===== config.mk =====
export PLATFORM = sky130hd
export DESIGN_NAME = dsp_mac_acc
export DESIGN_NICKNAME = d
export VERILOG_FILES = /design/src/rtl/dsp_mac_acc.sv
export SDC_FILE = /design/constraint.sdc
export NUM_CORES = 2
export LEC_CHECK = 0
export ABC_AREA = 1
export CAP_MARGIN = 25
export CELL_PAD_IN_SITES_DETAIL_PLACEMENT = 1
export CELL_PAD_IN_SITES_GLOBAL_PLACEMENT = 2
export CORE_ASPECT_RATIO = 0.75
export CORE_MARGIN = 1
export CORE_UTILIZATION = 36
export DETAILED_ROUTE_END_ITERATION = 6
export PLACE_DENSITY_LB_ADDON = 0.12
export SLEW_MARGIN = 20
export SYNTH_ARGS = -nofsm -noshare
export SYNTH_HDL_FRONTEND = slang
export SYNTH_SLANG_ARGS = --single-unit

===== constraint.sdc =====
create_clock -name CLK -period 10.5 [get_ports CLK]
set_clock_uncertainty 0.15 [all_clocks]
set_input_delay 1.05 -clock CLK [delete_from_list [all_inputs] [get_ports CLK]]
set_output_delay 1.05 -clock CLK [all_outputs]
set_load 0.01 [all_outputs]

===== src/rtl/dsp_mac_acc.sv =====
`default_nettype none
// ============================================================================
//  Module      : dsp_mac_acc
//  Description : Pipelined signed multiply-accumulate block with an optional
//                pre-adder, add/subtract accumulation, saturating or wrapping
//                result, and valid/ready handshaking on both sides.
//
//  Pipeline    : S1 input register -> S2 product register (M) ->
//                S3 accumulator / result register (P).
//
//  Ports       : CLK, RST_N          clock, synchronous active-low reset
//                IN_VALID/IN_READY   input handshake
//                A, B, D             signed operands (D is the pre-adder input)
//                PREADD, SUB         product uses D+B; product is subtracted
//                CLR                 abort the accumulation in progress
//                M, M_VALID          registered product tap
//                P, OVF, OUT_VALID   result, overflow flag, result valid
//                OUT_READY           downstream accepts result
//
//  Revision    : 1.0 - initial release
// ============================================================================
module dsp_mac_acc #(
    parameter int WIDTH_A = 18,
    parameter int WIDTH_B = 18,
    parameter int WIDTH_P = 48,
    parameter int ACC_LEN = 4,
    parameter int SAT_EN  = 1
) (
    input  logic                       CLK,
    input  logic                       RST_N,
    input  logic                       IN_VALID,
    output logic                       IN_READY,
    input  logic [WIDTH_A-1:0]         A,
    input  logic [WIDTH_B-1:0]         B,
    input  logic [WIDTH_B-1:0]         D,
    input  logic                       PREADD,
    input  logic                       SUB,
    input  logic                       CLR,
    output logic [WIDTH_A+WIDTH_B:0]   M,
    output logic                       M_VALID,
    output logic [WIDTH_P-1:0]         P,
    output logic                       OVF,
    output logic                       OUT_VALID,
    input  logic                       OUT_READY
);

    localparam int c_M_W   = WIDTH_A + WIDTH_B + 1;
    localparam int c_CNT_W = (ACC_LEN > 1) ? $clog2(ACC_LEN) : 1;
    localparam logic [WIDTH_P-1:0] c_P_MAX = {1'b0, {(WIDTH_P-1){1'b1}}};
    localparam logic [WIDTH_P-1:0] c_P_MIN = {1'b1, {(WIDTH_P-1){1'b0}}};

    // Stage 1 registers
    logic                 r_s1_valid;
    logic [WIDTH_A-1:0]   r_s1_a;
    logic [WIDTH_B-1:0]   r_s1_b;
    logic [WIDTH_B-1:0]   r_s1_d;
    logic                 r_s1_pre;
    logic                 r_s1_sub;

    // Stage 2 registers
    logic [c_M_W-1:0]     r_m;
    logic                 r_m_valid;
    logic                 r_m_sub;

    // Stage 3 registers
    logic [WIDTH_P-1:0]   r_acc;
    logic [c_CNT_W-1:0]   r_cnt;
    logic                 r_sticky;
    logic [WIDTH_P-1:0]   r_p;
    logic                 r_ovf;
    logic                 r_out_valid;

    logic                 w_en;
    logic signed [WIDTH_B:0]   w_preadd;
    logic signed [c_M_W-1:0]   w_prod;
    logic [WIDTH_P:0]     w_m_ext;
    logic [WIDTH_P:0]     w_acc_ext;
    logic [WIDTH_P:0]     w_sum;
    logic                 w_sum_ovf;
    logic [WIDTH_P-1:0]   w_sum_fit;
    logic                 w_last;

    // The whole pipeline freezes only while a finished result is waiting.
    assign w_en     = !(r_out_valid && !OUT_READY);
    assign IN_READY = w_en;

    // Pre-adder is one bit wider than B so D+B never overflows.
    assign w_preadd = r_s1_pre
                    ? ($signed({r_s1_d[WIDTH_B-1], r_s1_d}) + $signed({r_s1_b[WIDTH_B-1], r_s1_b}))
                    : $signed({r_s1_b[WIDTH_B-1], r_s1_b});

    assign w_prod = c_M_W'($signed(r_s1_a)) * c_M_W'(w_preadd);

    // Accumulate one bit wider than the result so overflow shows up as a
    // disagreement between the two top bits.
    assign w_m_ext   = {{(WIDTH_P+1-c_M_W){r_m[c_M_W-1]}}, r_m};
    assign w_acc_ext = {r_acc[WIDTH_P-1], r_acc};
    assign w_sum     = r_m_sub ? (w_acc_ext - w_m_ext) : (w_acc_ext + w_m_ext);
    assign w_sum_ovf = w_sum[WIDTH_P] ^ w_sum[WIDTH_P-1];
    assign w_last    = (r_cnt == c_CNT_W'(ACC_LEN - 1));

    always_comb begin
        w_sum_fit = w_sum[WIDTH_P-1:0];
        if ((SAT_EN != 0) && w_sum_ovf) begin
            w_sum_fit = w_sum[WIDTH_P] ? c_P_MIN : c_P_MAX;
        end
    end

    // Stages 1 and 2
    always_ff @(posedge CLK) begin
        if (!RST_N) begin
            r_s1_valid <= 1'b0;
            r_s1_a     <= '0;
            r_s1_b     <= '0;
            r_s1_d     <= '0;
            r_s1_pre   <= 1'b0;
            r_s1_sub   <= 1'b0;
            r_m        <= '0;
            r_m_valid  <= 1'b0;
            r_m_sub    <= 1'b0;
        end else if (w_en) begin
            if (CLR) begin
                // A sample offered together with CLR is dropped.
                r_s1_valid <= 1'b0;
                r_m_valid  <= 1'b0;
            end else begin
                r_s1_valid <= IN_VALID;
                if (IN_VALID) begin
                    r_s1_a   <= A;
                    r_s1_b   <= B;
                    r_s1_d   <= D;
                    r_s1_pre <= PREADD;
                    r_s1_sub <= SUB;
                end
                r_m_valid <= r_s1_valid;
                if (r_s1_valid) begin
                    r_m     <= w_prod;
                    r_m_sub <= r_s1_sub;
                end
            end
        end
    end

    // Stage 3: accumulator, counter and result register
    always_ff @(posedge CLK) begin
        if (!RST_N) begin
            r_acc       <= '0;
            r_cnt       <= '0;
            r_sticky    <= 1'b0;
            r_p         <= '0;
            r_ovf       <= 1'b0;
            r_out_valid <= 1'b0;
        end else if (w_en) begin
            if (CLR) begin
                r_acc    <= '0;
                r_cnt    <= '0;
                r_sticky <= 1'b0;
                if (OUT_READY) begin
                    r_out_valid <= 1'b0;
                end
            end else if (r_m_valid && w_last) begin
                r_p         <= w_sum_fit;
                r_ovf       <= r_sticky | w_sum_ovf;
                r_out_valid <= 1'b1;
                r_acc       <= '0;
                r_cnt       <= '0;
                r_sticky    <= 1'b0;
            end else begin
                if (r_m_valid) begin
                    r_acc    <= w_sum_fit;
                    r_cnt    <= r_cnt + c_CNT_W'(1);
                    r_sticky <= r_sticky | w_sum_ovf;
                end
                if (OUT_READY) begin
                    r_out_valid <= 1'b0;
                end
            end
        end
    end

    assign M         = r_m;
    assign M_VALID   = r_m_valid;
    assign P         = r_p;
    assign OVF       = r_ovf;
    assign OUT_VALID = r_out_valid;

endmodule
`default_nettype wire

== After elaboration in Yosys (flattened, before gate mapping) ==
Cells that the tools add are included.

* Register bits after elaboration: 197
* Output and inout bits: 89

* Add/subtract/negate cells: 4
* Multiply operators: 1
* Eq/ne operators: 1
* Muxes and demuxes: 18
* Bitwise gates (word level): 4
* Reductions and logical operators: 9

{| class="wikitable"
|+ Operators with widths
! operator !! count
|-
| $mux W48 || 5
|-
| $add A48 B37 Y49 || 1
|-
| $mux W49 || 1
|-
| $sub A48 B37 Y49 || 1
|-
| $mul A18 B19 Y37 || 1
|-
| $add A18 B18 Y19 || 1
|-
| $mux W19 || 1
|-
| $reduce_and A3 Y1 || 3
|-
| $mux W1 || 8
|-
| $mux W2 || 3
|-
| $reduce_bool A3 Y1 || 1
|-
| $add A2 B1 Y2 const B || 1
|-
| $eq A2 B2 Y1 const B || 1
|-
| $logic_and A1 B1 Y1 || 2
|-
| $logic_not A1 Y1 || 2
|-
| $not A1 Y1 || 2
|-
| $reduce_and A2 Y1 || 1
|-
| $or A1 B1 Y1 || 1
|-
| $xor A1 B1 Y1 || 1
|}

== Longest topological paths before layout ==
* Depth after elaboration: 7
* Depth in mapped cells: 42

== Worst setup path before layout ==
No wires, ideal clock.

* Path type: register to register
* From: register r_s1_b[7]
* To: register r_m[34] (netlist: M[34])
* Arrival: 7226 ps
* Data required time: 10235 ps
* Path slack: 3008 ps
* Stages on the path, launching flop included: 35
* Path through: dfxtp_1 -> ha_1 -> a21oi_1 -> a21boi_0 -> o21ai_1 -> nand3_1 -> nand2_1 -> nand2_1 -> nand2_1 -> nand2_2 -> nand2_1 -> buf_2 -> nor2_1 -> inv_1 -> fa_1 -> inv_1 -> fa_1 -> clkbuf_1 -> inv_1 -> fa_1 -> fa_1 -> inv_1 -> fa_1 -> inv_1 -> fa_1 -> inv_1 -> ha_1 -> inv_1 -> o21ai_0 -> a21oi_1 -> nor2_1 -> nor4_1 -> a21oi_1 -> o21ai_0 -> inv_1

* Word-level cells in the longest chain between the ends: 3

{| class="wikitable"
|+ RTL lines
! element !! RTL line !! text
|-
| from (decl) || 55 || <nowiki>logic [WIDTH_B-1:0] r_s1_b;</nowiki>
|-
| from (signal assigned) || 114 || <nowiki>r_s1_b <= '0;</nowiki>
|-
| from (signal assigned) || 130 || <nowiki>r_s1_b <= B;</nowiki>
|-
| $add A18 B18 Y19 || 89 || <nowiki>? ($signed({r_s1_d[WIDTH_B-1], r_s1_d}) + $signed({r_s1_b[WIDTH_B-1], r_s1_b}))</nowiki>
|-
| $mux W19 * || 89 ||
|-
| $mul A18 B19 Y37 * || 92 || <nowiki>assign w_prod = c_M_W'($signed(r_s1_a)) * c_M_W'(w_preadd);</nowiki>
|-
| to (signal assigned) || 137 || <nowiki>r_m <= w_prod;</nowiki>
|-
| to (decl) || 61 || <nowiki>logic [c_M_W-1:0] r_m;</nowiki>
|}

Mark *: on every way between the ends. The rest lies on a longest branch, timed or not.
A chain may end at the register's enable or synchronous reset.

== Final worst setup path ==
* From: register r_s1_b[11]
* To: register r_m[30] (netlist: M[30])

The elaborated chain is that of the path after synthesis.

==> flow_metrics.py <==
metrics = {
    "cells_and_area": {
        "num_antenna_cells": 0,
        "multi_input_area_sq_mm": 0.01900,
        "layout_commonest_cell": "inv_1",
        "fill_cells": 9132,
        "fin_nets": 4366,
        "fin_area_sq_mm": 0.02939,
        "layout.area.seq_sq_mm": 0.003944,
        "final_cell_mix": "inv_1, nand2_1, nor2_1, fa_1, a21oi_1",
        "area_growth_pct": 11.64,
        "utilization_pct": 40.76,
        "layout-drive-gt1-share_pct": 4.487,
    },
    "synthesis": {
        "synth_area_sq_mm": 0.02633,
        "syn_inst": 3728,
        "seq_area_frac_synth_pct": 14.98,
        "synth_top_area_cell": "fa_1",
        "synth_ff_type": "dfxtp_1",
        "synth_area_per_cell_sq_um": 7.062,
        "yosysWarningCount": 0,
        "ys_types": 49,
        "async_flop_share_pct": 0,
        "synth_edf_count": 0,
        "synthesis.nets": 4296,
        "yosys-top-cells-area": "fa_1, dfxtp_1, inv_1",
        "synth_top_area_share_pct": 25.93,
        "ys_ff_latch": 197,
    },
    "clocking": {
        "cts_tree": "yes",
        "cts-root-buf": "clkbuf_16",
        "post_cts_resized": 0,
        "cts-buffers-inserted": 17,
        "clk_pin_slew_ns": 0.10,
        "clock_sinks": 197,
        "holdBufCountCts": 0,
        "clk_latency_ns": 0.52,
        "clockBufferDepth": 2,
        "postCtsSetupBuffers": 0,
        "htreeDepth": 4,
    },
    "routing": {
        "routedWlPerCell_um": 22.06,
        "drcViolationCount": 0,
        "drt-initial-drc-count": 1750,
        "first_pass_iters": 5,
        "drt_wl_total_mm": 105.2,
        "drtAntennaViolNets": 0,
        "vias": 24841,
        "viasPerCell": 5.210,
    },
    "global_routing": {
        "grt_max_degree": 85,
        "grt.overflow.total": 0,
        "antenna_found_initial": 2,
        "grt_usage_pct": 28.99,
        "first_global_vias": 26155,
        "grt_pass1_wl_mm": 160.6,
    },
    "pwr": {
        "clkPwrFrac_pct": 15.7,
        "max-vdd-ir-drop_v": 0.0002374,
        "pwr_density_cell_mw_per_mm2": 164.2,
        "swShare_pct": 55.91,
        "p_leak_nw": 14.46,
        "report.power.total_mw": 4.826,
        "switchingPower_mw": 2.698,
        "p_seq_share_pct": 18.1,
        "intPower_mw": 2.128,
        "power_frac_comb_pct": 66.1,
    },
    "run_status": {
        "status": "finished clean",
    },
    "critical_path": {
        "crit_family": "adder cells",
        "r2r_cells": 31,
        "critPathSlowestCell": "fa_1",
        "endpoint": "M[30]",
        "path_depth": 31,
        "reg2reg_from": "r_s1_b[11]",
        "startpoint_type": "register",
        "r2r_end": "M[30]",
        "r2r_slack_ns": 0.87,
        "critPathMaxStageDelay_ns": 0.92,
        "worstSetupPathType": "reg2reg",
        "crit_start": "r_s1_b[11]",
        "critPathArrivalTime_ns": 9.88,
        "path_buf_inv": 8,
        "crit_path_end_kind": "register",
        "crit_top_cell": "inv_1",
        "worst_ep_required_time_ns": 10.75,
        "critPathMaxFanout": 12,
    },
    "timing": {
        "relSlewSlack_pct": 27.46,
        "finalHoldViolCount": 0,
        "period_share_pct": 91.70,
        "whs_ns": 0.3185,
        "period_needed_ns": 9.629,
        "slew_viol_final": 0,
        "tns_ns": 0,
        "fmax_ghz": 0.1039,
        "finalSetupViolations": 0,
        "worstMarginPinSlew_ns": 1.077,
        "rsz0062_at_grt": "no",
    },
    "run": {
        "maxCapViolCount": 0,
    },
    "floorplan": {
        "die_area_sq_mm": 0.07423,
        "ioPinCount": 150,
        "coreArea_sq_mm": 0.07211,
        "die_w_um": 314.3,
        "initial_core_util_pct": 36.51,
        "die_height_um": 236.2,
        "core.rowCount": 85,
    },
    "place": {
        "gp_congestion": 0.9579,
        "numPortBuffers": 149,
        "dpl.hpwl_mm": 88.70,
        "placed_area_sq_mm": 0.02871,
    },
    "min_path": {
        "min_path_type": "reg2reg",
    },
}
==> logic make-up after synthesis <==
family / share of synthesized area [%]
adders and majority gates: 33.82
buffers and inverters: 13.01
AOI/OAI and AO/OA: 12.57
xor gates and xnor gates: 2.728
DFF: 14.98
and+or+nand+nor: 22.89
==> layout make-up <==
cell class / count / area share [%]
Clock inverter: 15 / 0.7620
Clock buffer: 17 / 1.447
Tap cell: 957 / 4.074
Inverter: 766 / 9.782
Multi-Input combinational cell: 2642 / 64.63
Sequential cell: 197 / 13.42
Timing Repair Buffer: 174 / 5.883
==> synthesized netlist by cell type (4+ instances only) <==
library cell,number
inv_1,743
nand2_1,721
nor2_1,434
fa_1,341
a21oi_1,286
o21ai_0,240
dfxtp_1,197
ha_1,166
nand3_1,152
clkbuf_1,98
xor2_1,49
nand4_1,34
xnor2_1,33
a21oi_2,23
nand3_2,23
nor3_1,19
or2_2,14
inv_2,13
nand2_2,12
o21bai_1,11
a21o_1,10
buf_1,10
clkinv_1,10
a31oi_1,9
nor2_2,9
buf_2,8
o211ai_1,6
nand3b_1,5
o21a_1,5
a211oi_1,4
a21boi_0,4
a31o_2,4
buf_6,4
o21ai_1,4
==> sequential cells by signal (all words and copies together) (netlist names) <==
register,count
r_s1_d,18
M_VALID,1
r_s1_sub,1
OVF,1
M,37
OUT_VALID,1
P,48
r_acc,48
r_s1_pre,1
r_cnt,2
r_m_sub,1
r_s1_a,18
r_s1_valid,1
r_s1_b,18
r_sticky,1
==> per-layer routing <==
metal	vias to the layer above	track usage, %	routed length (um)
met2	646	41.43	42550
met3	74	7.403	8264
li1	11623	-	-
met1	12498	43.22	52660
met5	-	0	0
met4	0	6.341	1734
==> worst min-delay path: stages, from the launching register on <==
cell     delay (ns)
dfxtp_1        0.32
nand2_1        0.06
a21oi_1        0.05
==> power by group through the flow <==
stage / logic (mW) / registers (mW) / clock network, mW
after global placement: 3.11 / 0.888 / 0
after detailed placement: 3.16 / 0.889 / 0
after global routing: 3.56 / 0.880 / 0.807
after CTS: 3.19 / 0.872 / 0.784
after floorplan: 2.11 / 0.853 / 0
final: 3.19 / 0.874 / 0.759
==> through the flow <==
step           setup WS [ns]  instances
3_3_place_gp           1.189       4733
5_1_grt               0.3560       4768
3_5_place_dp           1.118       4735
6_report              0.8712       4768
4_1_cts                1.052       4767
2_1_floorplan          3.008       3728
==> worst min-delay path by stage <==
stage / slack (ns) / depth (start not counted) / to / start
final: 0.32 / 2 / r_sticky / r_sticky
after global routing: 0.35 / 2 / r_acc[25] / r_acc[25]
after CTS: 0.32 / 2 / r_sticky / r_sticky
after detailed placement: 0.30 / 2 / r_sticky / r_sticky
after global placement: 0.30 / 2 / r_sticky / r_sticky
after floorplan: 0.29 / 2 / r_sticky / r_sticky
(Power assumes the default switching activity.)
